### src/rtl/pc_sequencer.sv
// Program-flow sequencer: registered PC with start/run/done control, stall,
// PC-relative branch/call, a bounded return-address stack and sticky stack errors.
module pc_sequencer #(
    parameter int PC_W        = 12,
    parameter int OFF_W       = 8,
    parameter int STACK_DEPTH = 4,
    parameter int START_ADDR  = 0
) (
    input  logic             clk,
    input  logic             reset,
    input  logic             start,
    input  logic             stall,
    input  logic             branch_en,
    input  logic             call,
    input  logic             ret,
    input  logic             halt,
    input  logic [OFF_W-1:0] branch_off,
    output logic [PC_W-1:0]  pc,
    output logic             done,
    output logic             running,
    output logic             stack_err
);

    localparam int SP_W  = $clog2(STACK_DEPTH + 1);
    localparam int IDX_W = (STACK_DEPTH > 1) ? $clog2(STACK_DEPTH) : 1;
    localparam int EXT_W = PC_W - OFF_W;

    localparam logic [1:0] ST_IDLE = 2'd0;
    localparam logic [1:0] ST_LOAD = 2'd1;
    localparam logic [1:0] ST_RUN  = 2'd2;
    localparam logic [1:0] ST_DONE = 2'd3;

    localparam logic [PC_W-1:0] START_PC = PC_W'(START_ADDR);
    localparam logic [SP_W-1:0] SP_FULL  = SP_W'(STACK_DEPTH);

    logic [1:0]      state_q, state_d;
    logic [PC_W-1:0] pc_q, pc_d;
    logic [SP_W-1:0] sp_q, sp_d;
    logic            stack_err_q, stack_err_d;
    logic            done_q, done_d;
    logic            running_q, running_d;

    // Return-address storage carries no reset; only sp marks valid entries.
    logic [PC_W-1:0] stack_q [STACK_DEPTH];

    logic [PC_W-1:0]  off_ext;
    logic [PC_W-1:0]  pc_inc;
    logic [PC_W-1:0]  pc_jump;
    logic [IDX_W-1:0] push_idx;
    logic [IDX_W-1:0] pop_idx;
    logic             push_en;

    generate
        if (EXT_W > 0) begin : g_sext
            assign off_ext = {{EXT_W{branch_off[OFF_W-1]}}, branch_off};
        end else begin : g_nosext
            assign off_ext = branch_off;
        end
    endgenerate

    assign pc_inc   = pc_q + PC_W'(1);
    assign pc_jump  = pc_inc + off_ext;
    assign push_idx = IDX_W'(sp_q);
    assign pop_idx  = IDX_W'(sp_q - SP_W'(1));

    always_comb begin
        state_d     = state_q;
        pc_d        = pc_q;
        sp_d        = sp_q;
        stack_err_d = stack_err_q;
        push_en     = 1'b0;

        case (state_q)
            ST_IDLE: begin
                if (start) state_d = ST_LOAD;
            end
            ST_LOAD: begin
                if (!start) state_d = ST_RUN;
            end
            ST_RUN: begin
                // One action per cycle, highest priority first.
                if (start) begin
                    state_d = ST_LOAD;
                end else if (halt) begin
                    state_d = ST_DONE;
                end else if (stall) begin
                    pc_d = pc_q;
                end else if (ret) begin
                    if (sp_q != '0) begin
                        pc_d = stack_q[pop_idx];
                        sp_d = sp_q - SP_W'(1);
                    end else begin
                        stack_err_d = 1'b1;
                        pc_d        = pc_inc;
                    end
                end else if (call) begin
                    if (sp_q < SP_FULL) begin
                        push_en = 1'b1;
                        sp_d    = sp_q + SP_W'(1);
                    end else begin
                        stack_err_d = 1'b1;
                    end
                    pc_d = pc_jump;
                end else if (branch_en) begin
                    pc_d = pc_jump;
                end else begin
                    pc_d = pc_inc;
                end
            end
            default: begin
                if (start) state_d = ST_LOAD;
            end
        endcase

        // Entering or holding LOAD re-arms the run from a clean state.
        if (state_d == ST_LOAD) begin
            pc_d        = START_PC;
            sp_d        = '0;
            stack_err_d = 1'b0;
        end

        done_d    = (state_d == ST_DONE);
        running_d = (state_d == ST_RUN);
    end

    always_ff @(posedge clk or posedge reset) begin
        if (reset) begin
            state_q     <= ST_IDLE;
            pc_q        <= START_PC;
            sp_q        <= '0;
            stack_err_q <= 1'b0;
            done_q      <= 1'b0;
            running_q   <= 1'b0;
        end else begin
            state_q     <= state_d;
            pc_q        <= pc_d;
            sp_q        <= sp_d;
            stack_err_q <= stack_err_d;
            done_q      <= done_d;
            running_q   <= running_d;
        end
    end

    always_ff @(posedge clk) begin
        if (push_en) stack_q[push_idx] <= pc_inc;
    end

    assign pc        = pc_q;
    assign done      = done_q;
    assign running   = running_q;
    assign stack_err = stack_err_q;

endmodule

### config.mk
export PLATFORM = sky130hd
export DESIGN_NAME = pc_sequencer
export DESIGN_NICKNAME = d
export VERILOG_FILES = /design/src/rtl/pc_sequencer.sv
export SDC_FILE = /design/constraint.sdc
export NUM_CORES = 1
export LEC_CHECK = 0
export CORE_ASPECT_RATIO = 1.2
export CORE_UTILIZATION = 27
export DETAILED_ROUTE_END_ITERATION = 7
export GPL_TIMING_DRIVEN = 0
export PLACE_DENSITY = 0.42
export SYNTH_ARGS = -nofsm -noshare
export SYNTH_HDL_FRONTEND = slang
export SYNTH_SLANG_ARGS = --single-unit
export TNS_END_PERCENT = 50
### constraint.sdc
create_clock -name clk -period 2.9 [get_ports clk]
set_input_delay 0.58 -clock clk [delete_from_list [all_inputs] [get_ports clk]]
set_output_delay 0.58 -clock clk [all_outputs]
set_load 0.01 [all_outputs]
==> metrics.md <==
| Metric | Value |
|---|---|
| Yosys warning count | 0 |
| Crit path launch | pc[1] |
| Worst EP required | 3130 ps |
| Met2 Track Usage GR | 0.250 |
| Largest net degree at the start of global routing | 21 |
| Design area | 0.00466 mm^2 |
| Async SR Flop Fraction | 0.294 |
| R2R Path Start | pc[1] |
| Critical path endpoint category | register |
| CP cell instances | ha_4 -> nand3_4 -> o31a_1 -> or2_4 -> ha_4 -> a21o_1 -> a21o_1 -> a21oi_1 -> o21ai_1 -> mux2i_1 -> o41ai_2 |
| Root buffer cell | clkbuf_16 |
| Detailed placement HPWL | 7060 um |
| Register area share after synthesis | 0.524 |
| Min-delay src | stack_err |
| Layout Area Growth over Synthesis | 25.7% |
| Layout cells sized above 1 | 0.191 |
| Critical path class | reg -> reg |
| Most Crowded Layer GR | met2 |
| # diodes | 0 |
| DR iter-0 viols | 93 |
| Final hold violations | 0 |
| Largest area contributor in the netlist | edfxtp_1 |
| Clk pwr share | 0.349 |
| Wirelength per Cell | 19.3 um |
| Hold Crit Class | reg -> reg |
| Seq pwr share | 0.400 |
| Int Pwr | 1.97 mW |
| I/O Pins | 31 |
| DR pass1 iterations | 6 |
| Synthesis-stage register bit count | 68 |
| Tot GR Track Use | 0.153 |
| Final min period | 2790 ps |
| Grt met3 use | 0.0205 |
| Post-DR vias/cell | 4.93 |
| Number of synthesized flops with an enable pin | 48 |
| Routed Antenna Nets | 0 |
| Main synth FF type | edfxtp_1 |
| Synthesized area | 0.00370 mm^2 |
| Max_slew headroom | 0.430 |
| Clock latency on the worst-skew pair | 330 ps |
| Outcome | finished, final reports clean |
| Clock slew seen by the registers of the worst setup and hold paths | 50 ps |
| Final Wtd Congestion | 0.793 |
| Die width | 109 um |
| Total power | 2.83 mW |
| Place WS | -519 ps |
| VDD IR max | 0.299 mV |
| I/O Buffers | 29 |
| Total gr overflow | 0 |
| Final wirelength | 10000 um |
| Critical Path Max Stage Delay | 420 ps |
| DRC viols | 0 |
| Clock Path Buffers | 2 |
| Critical path peak fanout | 6 |
| Post-synth cell types | 55 |
| Slowest-stage cell, CP | dfrtp_1 |
| Switching Power | 0.853 mW |
| Num CTS Buffers | 9 |
| Fin nets | 384 |
| Worst Tran Pin Value | 853 ps |
| Met1 usage | 0.202 |
| Pwr Density | 607 mW/mm^2 |
| Fin crit share | 0.961 |
| Initial Util | 0.279 |
| CTS tree | yes |
| Pleak | 1.80 nW |
| Worst Reg-to-Reg Cells | 11 |
| Final core occ | 0.350 |
| CTS H-tree depth | 3 |
| R2R Setup Slk | 110 ps |
| Sw Share | 0.302 |
| Fillers | 1295 |
| Die area | 0.0142 mm^2 |
| CTS Hold Bufs | 0 |
| Via Count | 2557 |
| Worst R2R End | pc[11] |
| Hold slack | 533 ps |
| Comb power frac | 0.251 |
| Clock Sinks | 68 |
| Max-slew violation count | 0 |
| Commonest non-fill, non-tap cells in the layout | edfxtp_1, clkdlybuf4s50_1, a21oi_1 |
| Achievable frequency | 359 MHz |
| Mean post-synth cell area | 12.3 um^2 |
| Number of global-route vias before repair | 2558 |
| Row cnt | 46 |
| First-pass GRT wire length | 15300 um |
| Area contributors post-synth | edfxtp_1, dfrtp_1, mux4_2 |
| Initial antenna violation count | 0 |
| Die H | 130 um |
| Core Region | 0.0133 mm^2 |
| Crit path launch type | register |
| Final setup viols | 0 |
| Crit path DAT | 3010 ps |
| Clock Skews | 2.92 ps |
| Mapped Cells | 301 |
| Max_cap viols | 0 |
| Placed cell area | 0.00420 mm^2 |
| Post-synth top area share | 0.389 |
| Final WS setup | 112 ps |
| Worst setup endpoint | pc[11] |
| RSZ-0062 raised after global routing | true |
| Most common cell after layout, fill and taps aside | edfxtp_1 |
| Mapped Nets | 339 |
==> how the worst min path moves through the flow <==
stage                      endpoint  slack (ps)  cells after the start
after global placement    stack_err         530                      2
after detailed placement  stack_err         530                      2
after floorplan           stack_err         530                      2
final                     stack_err         530                      2
after global routing      stack_err         560                      2
after CTS                 stack_err         540                      2
==> power by group through the flow <==
| stage | clock network (mW) | logic (mW) | registers (mW) |
|---|---|---|---|
| after floorplan | 0 | 0.445 | 1.15 |
| after global placement | 0 | 0.689 | 1.15 |
| after detailed placement | 0 | 0.694 | 1.15 |
| after CTS | 1.01 | 0.716 | 1.13 |
| after global routing | 1.04 | 0.784 | 1.14 |
| final | 0.986 | 0.710 | 1.13 |
==> Yosys cell counts, drive strengths merged (4+ instances only) <==
library cell,number
a211oi,4
a21o,5
a21oi,23
and2,5
buf,5
clkbuf,7
dfrtp,20
edfxtp,48
ha,21
inv,11
mux2i,4
mux4,12
nand2,22
nand2b,4
nand3,7
nor2,18
nor2b,4
o21ai,12
o22ai,6
xnor2,11
xor2,8
==> critical path, delay by kind of cell, from the launching register on <==
| kind | cells | cell delay, ps |
|---|---|---|
| compound gates | 6 | 1260 |
| fa+ha+maj | 2 | 430 |
| flops | 1 | 420 |
| mux | 1 | 160 |
| simple gates | 2 | 410 |
==> timing repair <==
item,CTS,global route
resized for setup,24,13
setup buffers,5,0
pin swaps,1,0
endpoints found under the hold margin,0,0
setup endpoints to repair,62,9
cloned,0,0
==> registers in the layout, indices dropped and copies added (netlist names) <==
register   flops
running        1
stack_err      1
pc            12
sp_q           3
stack_q       48
done           1
state_q        2
==> cell type report <==
type,instances,area (um^2),share of cell area
well taps,168,210,0.0451
repair buffers,34,328,0.0704
clock inverters,2,10.0,0.00215
flip-flops and latches,68,1950,0.418
clock buffers,14,254,0.0546
inverters,11,41.3,0.00887
multi-input cells,210,1810,0.388
plain buffers,12,58.8,0.0126
==> through the flow <==
stage	std cells	TNS [ps]
final	519	0
after global routing	519	-96.0
after CTS	519	0
after detailed placement	498	-26770
after global placement	498	-26010
after floorplan	301	0
==> kinds of logic after synthesis <==
kind of cell,after synthesis,synth area share
buffers and inverters,23,0.0247
and+or+nand+nor,80,0.112
AOI/OAI and AO/OA,72,0.128
xor gates and xnor gates,19,0.0470
DFF,68,0.524
muxes,17,0.0868
adders and majority gates,22,0.0764
==> metal layers <==
metal  wire, um  vias to the layer above
li1           -                     1237
met1       4660                     1276
met2       4970                       34
met3        231                       10
met4        180                        0
met5          0                        -
Note: power is estimated with default switching activity, not from simulation.
